==> src/rtl/reg_seq_pkg.sv <==
// reg_seq_pkg: shared op/state encodings and register-pair index constants
package reg_seq_pkg;
  typedef enum logic [1:0] {MOVE = 2'd0, INC = 2'd1, DEC = 2'd2, SWAP = 2'd3} op_e;
  typedef enum logic [2:0] {IDLE, RD_A, RD_B, WR_A, WR_B} state_e;
  localparam int REG_BC = 0;
  localparam int REG_DE = 1;
  localparam int REG_HL = 2;
  localparam int REG_SP = 3;
  localparam int REG_PC = 4;
  localparam int REG_WZ = 5;
endpackage

==> src/rtl/reg_pair_incdec.sv <==
// reg_pair_incdec: combinational +1 / -1 / pass-through, wrapping modulo 2^DATA_W
module reg_pair_incdec
  import reg_seq_pkg::*;
#(
  parameter int DATA_W = 16
) (
  input  op_e               op_i,
  input  logic [DATA_W-1:0] a_i,
  output logic [DATA_W-1:0] y_o
);
  always_comb y_o = (op_i == INC) ? a_i + DATA_W'(1) : (op_i == DEC) ? a_i - DATA_W'(1) : a_i;
endmodule

==> src/rtl/reg_pair_sequencer.sv <==
// reg_pair_sequencer: sequences read/write strobes on the register-pair latch bus
module reg_pair_sequencer
  import reg_seq_pkg::*;
#(
  parameter int NUM_REGS = 6,
  parameter int DATA_W   = 16,
  localparam int IDX_W   = $clog2(NUM_REGS)
) (
  input  logic                clk50M_i,
  input  logic                rst_ni,
  input  logic                op_valid_i,
  output logic                op_ready_o,
  input  op_e                 op_code_i,
  input  logic [IDX_W-1:0]    src_idx_i,
  input  logic [IDX_W-1:0]    dst_idx_i,
  output logic [NUM_REGS-1:0] latch_rd_o,
  output logic [NUM_REGS-1:0] latch_wr_o,
  input  logic [DATA_W-1:0]   bus_i,
  output logic [DATA_W-1:0]   bus_o,
  output logic                done_o,
  output logic                err_o
);
  state_e state_q, state_d;
  op_e op_q, op_d;
  logic [IDX_W-1:0] src_q, src_d, dst_q, dst_d;
  logic [DATA_W-1:0] temp_a_q, temp_a_d, temp_b_q, temp_b_d, incdec_y;
  logic done_q, done_d, err_q, err_d, accept, bad_idx;
  reg_pair_incdec #(.DATA_W(DATA_W)) u_incdec (.op_i(op_q), .a_i(temp_a_q), .y_o(incdec_y));
  assign op_ready_o = state_q == IDLE;
  assign accept = op_valid_i & op_ready_o;
  // dst only matters for ops that actually use it
  assign bad_idx = (int'(src_idx_i) >= NUM_REGS) ||
                   ((op_code_i == MOVE || op_code_i == SWAP) && int'(dst_idx_i) >= NUM_REGS);
  always_comb begin
    state_d  = state_q;
    op_d     = op_q;
    src_d    = src_q;
    dst_d    = dst_q;
    temp_a_d = temp_a_q;
    temp_b_d = temp_b_q;
    done_d   = 1'b0;
    err_d    = 1'b0;
    case (state_q)
      IDLE: if (accept) begin
        op_d    = op_code_i;
        src_d   = src_idx_i;
        dst_d   = dst_idx_i;
        err_d   = bad_idx;
        state_d = bad_idx ? IDLE : RD_A;
      end
      RD_A: begin
        temp_a_d = bus_i;
        state_d  = (op_q == MOVE) ? WR_B : (op_q == SWAP) ? RD_B : WR_A;
      end
      RD_B: begin
        temp_b_d = bus_i;
        state_d  = WR_A;
      end
      WR_A: begin
        state_d = (op_q == SWAP) ? WR_B : IDLE;
        done_d  = op_q != SWAP;
      end
      WR_B: begin
        state_d = IDLE;
        done_d  = 1'b1;
      end
      default: state_d = IDLE;
    endcase
  end
  always_ff @(posedge clk50M_i or negedge rst_ni) begin
    if (!rst_ni) begin
      state_q  <= IDLE;
      op_q     <= MOVE;
      src_q    <= '0;
      dst_q    <= '0;
      temp_a_q <= '0;
      temp_b_q <= '0;
      done_q   <= 1'b0;
      err_q    <= 1'b0;
    end else begin
      state_q  <= state_d;
      op_q     <= op_d;
      src_q    <= src_d;
      dst_q    <= dst_d;
      temp_a_q <= temp_a_d;
      temp_b_q <= temp_b_d;
      done_q   <= done_d;
      err_q    <= err_d;
    end
  end
  assign latch_rd_o = (state_q == RD_A) ? NUM_REGS'(1) << src_q :
                      (state_q == RD_B) ? NUM_REGS'(1) << dst_q : '0;
  assign latch_wr_o = (state_q == WR_A) ? NUM_REGS'(1) << src_q :
                      (state_q == WR_B) ? NUM_REGS'(1) << dst_q : '0;
  assign bus_o = (state_q == WR_A) ? ((op_q == SWAP) ? temp_b_q : incdec_y) :
                 (state_q == WR_B) ? temp_a_q : '0;
  assign done_o = done_q;
  assign err_o  = err_q;
endmodule
==> config.mk <==
export PLATFORM = sky130hd
export DESIGN_NAME = reg_pair_sequencer
export DESIGN_NICKNAME = d
export VERILOG_FILES = /design/src/rtl/reg_seq_pkg.sv /design/src/rtl/reg_pair_incdec.sv /design/src/rtl/reg_pair_sequencer.sv
export SDC_FILE = /design/constraint.sdc
export NUM_CORES = 1
export LEC_CHECK = 0
export ABC_CLOCK_PERIOD_IN_PS = 2700
export BUFFER_PORTS_ARGS = -buffer_cell sky130_fd_sc_hd__buf_4
export CORE_MARGIN = 5
export CORE_UTILIZATION = 55
export DETAILED_ROUTE_END_ITERATION = 8
export PLACE_DENSITY = 0.8
export SETUP_SLACK_MARGIN = 0.02
export SYNTH_ARGS = -nofsm -noshare
export SYNTH_HDL_FRONTEND = slang
export SYNTH_HIERARCHICAL = 1
export SYNTH_SLANG_ARGS = --single-unit
==> constraint.sdc <==
create_clock -name clk50M_i -period 2.7 [get_ports clk50M_i]
set_input_delay 0.54 -clock clk50M_i [delete_from_list [all_inputs] [get_ports clk50M_i]]
set_output_delay 0.54 -clock clk50M_i [all_outputs]
set_load 0.05 [all_outputs]
== Yosys cells after proc, flatten, opt, wreduce, memory -nomap -nowiden ==
Index checks and enable logic that the tools add are counted.
Word-level totals
  register bits after elaboration: 45
  logic and storage cells: 50
  input port bits: 27
Cells by class
  equality and inequality tests: 10
  add/sub/neg operators: 2
  bitwise logic cells: 1
  shift operators: 2
  reduce and logical (&&, ||, !) cells: 7
  multiplexer cells: 18
  magnitude comparators: 2
Operators with widths (count)
  $mux W16: 5
  $mux W6: 4
  $add A16 B1 Y16 const B: 1
  $sub A16 B1 Y16 const B: 1
  $pmux W3 S4: 1
  $shl A1 B3 Y6 const A: 2
  $mux W3: 3
  $eq A2 B2 Y1 const B: 3
  $eq A3 B2 Y1 const B: 2
  $ge A3 B3 Y1 const B: 2
  $logic_not A2 Y1: 2
  $mux W1: 4
  $eq A3 B1 Y1 const B: 1
  $eq A3 B3 Y1 const B: 1
  $logic_not A3 Y1: 1
  $eq A2 B1 Y1 const B: 1
  $logic_or A1 B1 Y1: 2
  $ne A2 B1 Y1 const B: 1
  $ne A2 B2 Y1 const B: 1
  $pmux W1 S2: 1
  $reduce_and A2 Y1: 1
  $and A1 B1 Y1: 1
  $logic_and A1 B1 Y1: 1

== Longest topological paths before layout ==
Gate-level depths: netlist of run 1.
  word-level depth: 7
  mapped depth: 9

== Hierarchy ==
Netlist of run 1, hierarchy kept.
Modules (own cells, without submodules)
  reg_pair_sequencer: times used 1, cells an instance 236, area each 2351.0 um2, seq. area each 1126.1 um2
  reg_pair_incdec: times used 1, cells an instance 78, area each 569.3 um2, seq. area each 0.0 um2

== Worst setup path after synthesis of run 1 ==
No wires, ideal clock.
  kind: register -> output
  start: register op_q[1]
  end: output port bus_o[15]
  slack: -364 ps
  buffers on the path: 1
  data required time: 2160 ps
  arrival: 2524 ps
  cell stages (with the launch flop): 9
  path through: dfrtp_1 buf_6 nor2b_4 and4_1 nand4_2 a21oi_2 xor2_1 mux2i_1 o21ai_0
On the way
  longest elaborated chain between the ends: 5
  elaborated cells on any way between the ends: 7
  classes of those cells: eq/ne (3); mux (4)
RTL lines
  from (decl): line reg_pair_sequencer.sv:24  | op_e op_q, op_d;
  from (signal assigned): line reg_pair_sequencer.sv:82  | op_q <= op_d;
  $eq A2 B2 Y1: line reg_pair_incdec.sv:11  | always_comb y_o = (op_i == INC) ? a_i + DATA_W'(1) : (op_i == DEC) ? a_i - DATA_W'(1) : a_i;
  $mux W16: line reg_pair_incdec.sv:11
  $mux W16 (*): line reg_pair_incdec.sv:11
  named net incdec_y[15]: line reg_pair_sequencer.sv:26  | logic [DATA_W-1:0] temp_a_q, temp_a_d, temp_b_q, temp_b_d, incdec_y;
  $mux W16 (*) (2 in series): line reg_pair_sequencer.sv:95  | assign bus_o = (state_q == WR_A) ? ((op_q == SWAP) ? temp_b_q : incdec_y) :
  to (decl): line reg_pair_sequencer.sv:19  | output logic [DATA_W-1:0] bus_o,
The timed path passes the listed nets; every way through them passes the cells marked *.

== Final worst setup path of run 1 ==
  start: register temp_a_q[0]
  end: output port bus_o[10]
On the way
  longest elaborated chain between the ends: 5
  elaborated cells on any way between the ends: 6
  classes of those cells: add/sub (2); mux (4)
RTL lines
  from (decl): line reg_pair_sequencer.sv:26
  from (signal assigned): line reg_pair_sequencer.sv:85  | temp_a_q <= temp_a_d;
  $sub A16 B1 Y16: line reg_pair_incdec.sv:11
  $mux W16: line reg_pair_incdec.sv:11
  $mux W16 (*): line reg_pair_incdec.sv:11
  named net incdec_y[10]: line reg_pair_sequencer.sv:26
  $mux W16 (*) (2 in series): line reg_pair_sequencer.sv:95
Marks and branches as above.

==> results of run 1 <==
## cell families after synthesis
group	Yosys count	synth area share [%]
adder cells (fa/ha/maj)	4	1.71
AND/OR/NAND/NOR	136	24.3
multiplexers	40	14.7
XOR/XNOR	17	5.10
AO/OA/AOI/OAI	50	11.0
buffers and inverters	22	4.71
flip-flops	45	38.6
## through the flow
stage	instance area, sq um	hold slack, ns	TNS [ns]	cells
finish	3680	0.208	-0.553	453
global route	3680	0.253	-1.56	453
CTS	3620	0.238	-0.247	451
detailed placement	3460	0.463	0	440
global placement	3460	0.458	0	440
floorplan	2940	0.244	-0.222	314
## per-layer routing
layer  vias to the layer above  part of all wire, %  global-route usage (%)
li1                       1238                    -                       -
met4                         0                  2.8                    8.47
met3                        22                  6.2                    5.35
met1                      1237                   43                    27.2
met2                        86                   48                    35.3
met5                         -                    0                       0
## where the power goes
part / internal, mW / switching [mW]
Sequential: 1.01 / 0.452
Clock: 0.184 / 0.249
Combinational: 1.22 / 1.65
## registers in the layout, summed over array words and instances (netlist names)
name	count
dst_q	3
op_q	2
done_o	1
temp_b_q	16
state_q	3
temp_a_q	16
src_q	3
err_o	1
## critical path, stage by stage (launching register included)
cell,delay [ns]
dfrtp_1,0.41
ha_2,0.21
and4b_2,0.29
nand3_4,0.10
a221oi_4,0.31
buf_4,0.16
xor2_1,0.13
mux2i_1,0.09
o21ai_2,0.14
buf_6,0.18
## cell type report
class	count	share of cell area (%)
clock buffer	5	1.87
clock inverter	3	0.577
inverter	5	0.510
multi-input combinational	247	47.1
sequential	45	30.7
tap	70	2.38
timing repair buffer	78	16.8
## final timing paths
path	to	slack [ns]	startpoint	cells after the start
setup / recovery	bus_o[10]	-0.18	temp_a_q[0]	9
hold / removal	op_q[1]	0.21	rst_ni	1
setup reg to reg	temp_a_q[4]	0.88	state_q[0]	3
hold reg to reg	temp_b_q[12]	0.49	temp_b_q[12]	2
max in group asynchronous	temp_a_q[3]	2.07	rst_ni	1
min in group clk50M_i	temp_b_q[15]	0.42	bus_i[15]	3
## timing repair
item	in CTS	in global routing
pin swaps	7	6
cloned	0	0
buffers inserted	3	2
resized for setup	16	9
setup endpoints to repair	9	11
## placed cells by master, fill, tap and decap left out, drive strengths merged, types with 4 or more instances in the layout
| master | count |
|---|---|
| o21ai | 24 |
| ha | 4 |
| xor2 | 7 |
| nand2 | 80 |
| dfrtp | 45 |
| nand3 | 8 |
| xnor2 | 10 |
| mux2i | 18 |
| clkbuf | 5 |
| inv | 6 |
| buf | 78 |
| nand2b | 4 |
| o22ai | 5 |
| mux2 | 22 |
| nor2 | 9 |
| a21oi | 7 |
| o32ai | 4 |
| nor3b | 6 |
==> run metrics, run 1 <==
worst slew pin tran=0.566 ns; Post-Syn Nets=345; violated checks=negative setup slack; Synth area leaders=dfrtp_1 39%, nand2_1 10%, mux2_2 6.6%; CP startpoint kind=flop; multi-input logic area=1740 sq um; Synth Cell Area=2920 sq um; RSZ-0062 raised after global routing=yes; largest net degree at the start of global routing=46; ys flop type=dfrtp_1; Critical Path End Type=output port; most numerous cell in the Yosys netlist=nand2_1; post-layout min period=2.88 ns; final wirelength=7480 um; Syn Area/Cell=9.30 sq um; initial antenna violation count=0; post-DP HPWL=5230 um; Vias/cell=5.70; arrival time at the worst endpoint=2.34 ns; distinct cell type count after synthesis=54; Slew Limit Fails=0; GRT Overall Usage=21.5%; Core ar.=5140 sq um; Synth area leader=dfrtp_1; hold buffer count at cts=0; Post-synth EDFFs=0; Max VDD drop=0.673 mV; Worst EP required=2.16 ns; Highest Clock Rate=0.348 GHz; DRC errors left=0; P&R area growth vs syn=26.1%; Seq/Total Area, Yosys=38.6%; Mapped Cells=314; number of DRC markers in iteration 0=214; Pre-antenna DRT Iters=4; Vias=2583; CTS sink count=45; Critical Path Fanout Max=4; fillers=397; Clock Skew=0.0126 ns; die height=82.9 um; area of the die=6870 sq um; commonest cells in the netlist=80 x nand2_1, 45 x dfrtp_1, 18 x mux2i_1; wire per inst=16.5 um; TritonCTS Buffers=5; initial core utilization=56.8%; maximum clock insertion buffer count=2; layout cells sized above 1=36.0%; nets=413; Syn. warnings=6; Slew Limit Headroom=62.3%; Tot Pwr=4.77 mW; max-cap viol count=0; post-layout util=71.7%; part of the cycle the worst path needs=107%; chip width=82.9 um; Async SR Flop Fraction=100%; H-tree depth=2; number of global-route vias before repair=2627; Synth top area share=38.6%; DRT antenna net count=0; global-route wire length before repair=12400 um; I/O pin count=58; Final WS setup=-0.177 ns; run status=finished with violations; Reg area=1130 sq um; routability congestion estimate=0.850; endpoints failing hold=0; Root Driver=clkbuf_8; min-delay worst type=in -> async; CTS clk-pin slew, worst paths=0.09 ns; Leakage Power=1.66 nW; Clock Latency Late Sink=0.31 ns; final setup violating endpoints=6; Port Buffers=57; critical setup path kind=reg -> out; row count=26; pre-CTS setup slack=0.111 ns; number of synthesized register bits=45; PD cells=1290 nW/um^2; antenna cell count=0; CTS tree=done; total gr overflow=0
No activity file was read; power rests on OpenSTA's default activity.
==> run 2: changes to the inputs <==
CELL_PAD_IN_SITES_DETAIL_PLACEMENT = 1   (was not set)
CELL_PAD_IN_SITES_GLOBAL_PLACEMENT = 1   (was not set)
CORE_UTILIZATION = 42   (was 55)
PLACE_DENSITY = not set   (was 0.8)
PLACE_DENSITY_LB_ADDON = 0.1   (was not set)
==> run 2 against run 1 <==
Compared with the run above: first-iteration DRC count fell by 74%; register-to-register slack improved by 0.12 ns; the flow still finishes with violations (negative setup slack); cell area rose by 3.0%; largest power group unchanged; final cell count rose by 6.0%.
==> run metrics, run 2 (synthesis gave the netlist of run 1 again) <==
chip width=93.4 um (+13%); CP startpoint kind=flop; routability congestion estimate=0.897 (+5.4%); Port Buffers=57 (unchanged); part of the cycle the worst path needs=106% (-0.66 points); post-layout util=55.8% (-16 points); Leakage Power=1.67 nW (+0.70%); RSZ-0062 raised after global routing=yes; initial antenna violation count=0 (unchanged); Pre-antenna DRT Iters=4 (unchanged); I/O pin count=58 (unchanged); M2 GR Usage=34.3% (-0.97 points); Final WS setup=-0.159 ns (+0.0179 ns); Slew Limit Fails=0 (unchanged); Layout Cells excl Fill=480 (+6.0%); row count=30 (+15%); TritonCTS Buffers=5 (unchanged); global-route wire length before repair=13900 um (+12%); commonest non-fill, non-tap cell in the layout=nand2_1; final wirelength=8510 um (+14%); Slew Limit Headroom=59.6% (-2.7 points); wire per inst=17.7 um (+7.4%); met1 global-route usage=25.9% (-1.3 points); total gr overflow=0 (unchanged); Vias/cell=5.43 (-4.8%); number of DRC markers in iteration 0=55 (-74%); placed insts=466 (+5.9%); hold buffer count at cts=0 (unchanged); layout cells sized above 1=38.0% (+2.0 points); gr busiest metal=met2; die height=93.4 um (+13%); DRT antenna net count=0 (unchanged); max-cap viol count=0 (unchanged); Setup TNS=-0.437 ns (+0.116 ns); fillers=776 (+95%); critical setup path kind=reg -> out; final setup violating endpoints=5 (-1); Critical Path Fanout Max=5 (+1); Min Hold Slack=0.242 ns (+0.0336 ns); Max VDD drop=0.530 mV (-21%); CP max-delay cell=dfrtp_2; Worst EP required=2.16 ns (about the same); Highest Clock Rate=0.350 GHz (+0.63%); DRC errors left=0 (unchanged); Vias=2605 (+0.85%); H-tree depth=2 (unchanged); Clock Latency Late Sink=0.30 ns (about the same); endpoints failing hold=0 (unchanged); P&R area growth vs syn=29.9%; met3 Use GR=4.02% (-1.3 points); final instance area=3790 sq um (+3.0%); post-place instance area=3500 sq um (+1.3%); run status=finished with violations; maximum clock insertion buffer count=2 (unchanged); worst slew pin tran=0.606 ns (+0.0398 ns); CTS sink count=45 (unchanged); antenna cell count=0 (unchanged); largest registers=temp_a_q: 16 flops, temp_b_q: 16 flops; min-delay worst type=in -> async; area of the die=8720 sq um (+27%); nets=415 (+0.48%); Root Driver=clkbuf_8; GRT Overall Usage=20.1% (-1.5 points); CP delay by family, top=compound AO/OA/AOI/OAI gates; Core ar.=6790 sq um (+32%); Tot Pwr=4.91 mW (+2.9%); arrival time at the worst endpoint=2.32 ns (-0.02 ns); post-layout min period=2.86 ns (-0.0179 ns); post-DP HPWL=6010 um (+15%); WP buf/inv=2 (unchanged); Clock Skew=0.00355 ns (-0.00904 ns); crit path cell chain=ha_4, and4b_2, nand3_4, a221oi_4, buf_4, xor2_1, mux2i_1, o21ai_2, buf_6; Critical Path Max Stage Delay=0.42 ns (about the same); violated checks=negative setup slack; largest net degree at the start of global routing=46 (unchanged); CTS clk-pin slew, worst paths=0.08 ns (about the same); Critical Path End Type=output port; PD cells=1290 nW/um^2 (about the same); initial core utilization=43.0% (-14 points); most frequent cells in the layout=80 x nand2_1, 70 x buf_4, 38 x dfrtp_1, 18 x mux2i_1, 17 x mux2_2; CTS tree=done; number of global-route vias before repair=2766 (+5.3%); pre-CTS setup slack=0.0660 ns (-0.0454 ns)
[run 2: cell types whose count changed in the layout (fill, tap and decap cells not counted), sizes merged]
| cell | previous run | this run |
|---|---|---|
| buf | 78 | 80 |
| clkbuf | 5 | 6 |
| clkinv | 1 | 0 |
| inv | 6 | 5 |
[run 2: cell type report]
class,instances,area [sq um],area share [%]
inverters,5,18.8,0.495
clock inverters,1,7.51,0.198
clock buffers,6,82.6,2.18
repair buffers,80,647,17.1
well taps,96,120,3.17
multi-input cells,247,1780,47.0
flip-flops and latches,45,1130,29.9
[run 2: layer usage]
layer | part of all wire (%) | vias up
met4 | 1.2 | 0
met3 | 3.9 | 13
met5 | 0 | -
met2 | 50 | 54
met1 | 45 | 1305
li1 | - | 1233
[run 2: path summary, 6_finish.rpt]
path	start	slack [ns]	cells past startpoint	endpoint
min in group clk50M_i	bus_i[10]	0.43	3	temp_b_q[10]
worst min-delay path	rst_ni	0.24	1	temp_b_q[1]
worst min register to register	temp_b_q[11]	0.49	2	temp_b_q[11]
worst max register to register	state_q[2]	1.00	3	dst_q[1]
worst max-delay path	temp_a_q[0]	-0.16	9	bus_o[10]
max in group asynchronous	rst_ni	2.01	1	state_q[1]
[run 2: repair_timing]
item / CTS / global route
pin swaps: 6 / 7
gates cloned: 0 / 0
resized for setup: 22 / 13
endpoints found under the setup margin: 9 / 11
hold endpoints to repair: 0 / 0
buffers inserted: 6 / 1
[run 2: power breakdown]
group          switching [mW]  total (mW)  internal (mW)
Combinational            1.74        3.01           1.27
Clock                   0.236       0.439          0.203
Sequential              0.439        1.46           1.02
Total                    2.42        4.91           2.49
==> run 3: changes to the inputs <==
ABC_AREA = 1   (was not set)
CORE_UTILIZATION = 39   (was 42)
MAX_ROUTING_LAYER = met4   (was not set)
PLACE_DENSITY = 0.82   (was not set)
PLACE_DENSITY_LB_ADDON = not set   (was 0.1)
==> run 3 against run 2 <==
Compared with the run above: the run now ends clean; critical path depth up 3; final cell count up 20%; clock-buffer cell count did not move; largest cell class unchanged; critical path type unchanged; clock skew rose by 0.0056 ns; fmax increased by 13%; sequential power down 5%; cell area fell by 5.1%; utilization down 6.7 points; area after synthesis grew 2.1%; combinational power shrank 18%.
==> run metrics, run 3 <==
run status=finished, final reports clean; die height=97.4 um (+4.3%); most frequent cells in the layout=123 x nand2_1, 59 x buf_4, 54 x inv_1, 43 x nand3_1, 39 x dfrtp_1; Setup TNS=0 ns (+0.437 ns); reg-to-reg slack, setup=1.11 ns (+0.11 ns); Vias/cell=5.11 (-5.9%); Layout Cells excl Fill=578 (+20%); final wirelength=8650 um (+1.7%); Max VDD drop=0.660 mV (+25%); post-DP HPWL=6420 um (+6.8%); Post-Syn Nets=456 (+32%); fillers=971 (+25%); routability congestion estimate=0.890 (-0.70%); critical setup path kind=reg -> out; RSZ-0062 raised after global routing=yes; Synth area leaders=dfrtp_1 38%, nand2_1 16%, nand3_1 7.4%; Seq/Total Area, Yosys=37.8% (-0.79 points); Core ar.=7330 sq um (+7.9%); max-cap viol count=0 (unchanged); DRC errors left=0 (unchanged); global-route wire length before repair=14600 um (+5.4%); Synth area leader=dfrtp_1; Min Hold Slack=0.242 ns (+0.000337 ns); number of DRC markers in iteration 0=96 (+75%); chip width=97.4 um (+4.3%); Post-synth EDFFs=0 (unchanged); I/O pin count=58 (unchanged); endpoints failing hold=0 (unchanged); commonest cells in the netlist=124 x nand2_1, 57 x inv_1, 45 x dfrtp_1; CTS tree=done; commonest non-fill, non-tap cell in the layout=nand2_1; ys flop type=dfrtp_1; Worst EP required=2.16 ns (about the same); Highest Clock Rate=0.396 GHz (+13%); Clock Latency Late Sink=0.30 ns (about the same); most numerous cell in the Yosys netlist=nand2_1; final setup violating endpoints=0 (-5); Tot Pwr=4.31 mW (-12%); GRT Overall Usage=18.7% (-1.3 points); antenna cell count=0 (unchanged); number of global-route vias before repair=3030 (+9.5%); row count=31 (+3.3%); CP startpoint kind=flop; Leakage Power=1.83 nW (+9.5%); layout cells sized above 1=22.1% (-16 points); hold buffer count at cts=0 (unchanged); min-delay worst type=in -> async; TritonCTS Buffers=5 (unchanged); Clock Skew=0.00918 ns (+0.00563 ns); number of synthesized register bits=45 (unchanged); Syn. warnings=6 (unchanged); CTS clk-pin slew, worst paths=0.09 ns (about the same); arrival time at the worst endpoint=1.99 ns (-0.33 ns); Async SR Flop Fraction=100% (unchanged); Slew Limit Fails=0 (unchanged); Port Buffers=57 (unchanged); DRT antenna net count=0 (unchanged); initial core utilization=40.7% (-2.3 points); worst slew pin tran=0.599 ns (-0.00629 ns); Synth top area share=37.8% (-0.79 points); multi-input logic area=1550 sq um (-13%); Syn Area/Cell=7.02 sq um (-25%); area of the die=9490 sq um (+8.9%); Vias=2953 (+13%); distinct cell type count after synthesis=31 (-43%); wire per inst=15.0 um (-16%); largest registers=temp_a_q: 16 flops, temp_b_q: 16 flops; CTS sink count=45 (unchanged); initial antenna violation count=0 (unchanged); Critical Path Fanout Max=5 (unchanged); total gr overflow=0 (unchanged); largest net degree at the start of global routing=46 (unchanged); Critical Path End Type=output port; post-layout min period=2.53 ns (-0.334 ns); part of the cycle the worst path needs=93.5% (-12 points); Synth Cell Area=2980 sq um (+2.1%); PD cells=1200 nW/um^2 (-7.5%); H-tree depth=2 (unchanged); Mapped Cells=425 (+35%); maximum clock insertion buffer count=2 (unchanged); Slew Limit Headroom=60.0% (+0.42 points); P&R area growth vs syn=20.7%; nets=510 (+23%); Root Driver=clkbuf_8; placed insts=570 (+22%); Pre-antenna DRT Iters=4 (unchanged); Reg area=1130 sq um (-0.11%)
run 3: cell count changes in the layout (fill, tap and decap cells not counted), moves of 10 or more:
cell	previous run	this run
o21ai_0	6	38
nand2_1	80	123
o21ai_1	15	5
o22ai_1	4	14
nand3_1	6	43
mux2_2	17	1
mux2i_1	18	0
inv_1	5	54
xnor2_1	10	0
buf_4	70	59
nor2_1	7	24
run 3: timing repair:
action	CTS	global route
endpoints found under the setup margin	0	8
setup buffers	0	1
resized for setup	0	15
run 3: layout make-up:
class / instances / share of cell area [%]
Clock buffer: 6 / 2.29
Clock inverter: 1 / 0.209
Inverter: 61 / 6.43
Multi-Input combinational cell: 305 / 43.0
Sequential cell: 45 / 31.5
Tap cell: 99 / 3.44
Timing Repair Buffer: 61 / 13.2
run 3: layer usage:
metal	routed length (um)	vias up	GRT usage [%]
met2	4240	67	31.4
met5	0	-	-
met1	4070	1411	24.7
met4	42	0	2.56
li1	-	1469	-
met3	303	6	2.80
run 3: report_power, final:
part | switching (mW) | internal, mW
clock | 0.236 | 0.203
sequential | 0.372 | 1.01
combinational | 1.72 | 0.768
total | 2.33 | 1.98
run 3: worst max-delay path, stage by stage, from the launching register on:
cell and delay (ns):
dfrtp_2 0.42, ha_1 0.20, nand2_1 0.10, inv_1 0.10, nand3_2 0.11, a21oi_2 0.19, nand3_1 0.09, nand2_1 0.06
nand2_1 0.04, inv_1 0.04, nand2_1 0.04, nand3_1 0.10, buf_4 0.20
run 3: worst paths after layout:
path / end / cells after the start / start
worst max register to register: state_q[0] / 6 / state_q[2]
min in group clk50M_i: dst_q[0] / 3 / dst_idx_i[0]
max in group asynchronous: temp_a_q[9] / 1 / rst_ni
worst min-delay path: temp_b_q[4] / 1 / rst_ni
worst max-delay path: bus_o[12] / 12 / temp_a_q[1]
worst min register to register: temp_b_q[0] / 2 / temp_b_q[0]
run 3: stage by stage:
stage                     setup slack (ns)  utilization (%)  instance area (sq um)
final                                0.174             49.1                   3600
after global routing               0.00977             49.1                   3600
after CTS                           0.0865             48.4                   3550
after detailed placement             0.424             47.2                   3460
after global placement               0.477             47.2                   3460
after floorplan                      0.512                -                   2980
run 3: cell families after synthesis:
logic type      Yosys count  synth area share, %
compound gates           73                 13.6
xor+xnor                  9                 2.64
fa+ha+maj                 4                 1.68
buf+inv                  75                 11.0
flops                    45                 37.8
mux                       1                0.378
simple gates            218                 33.0
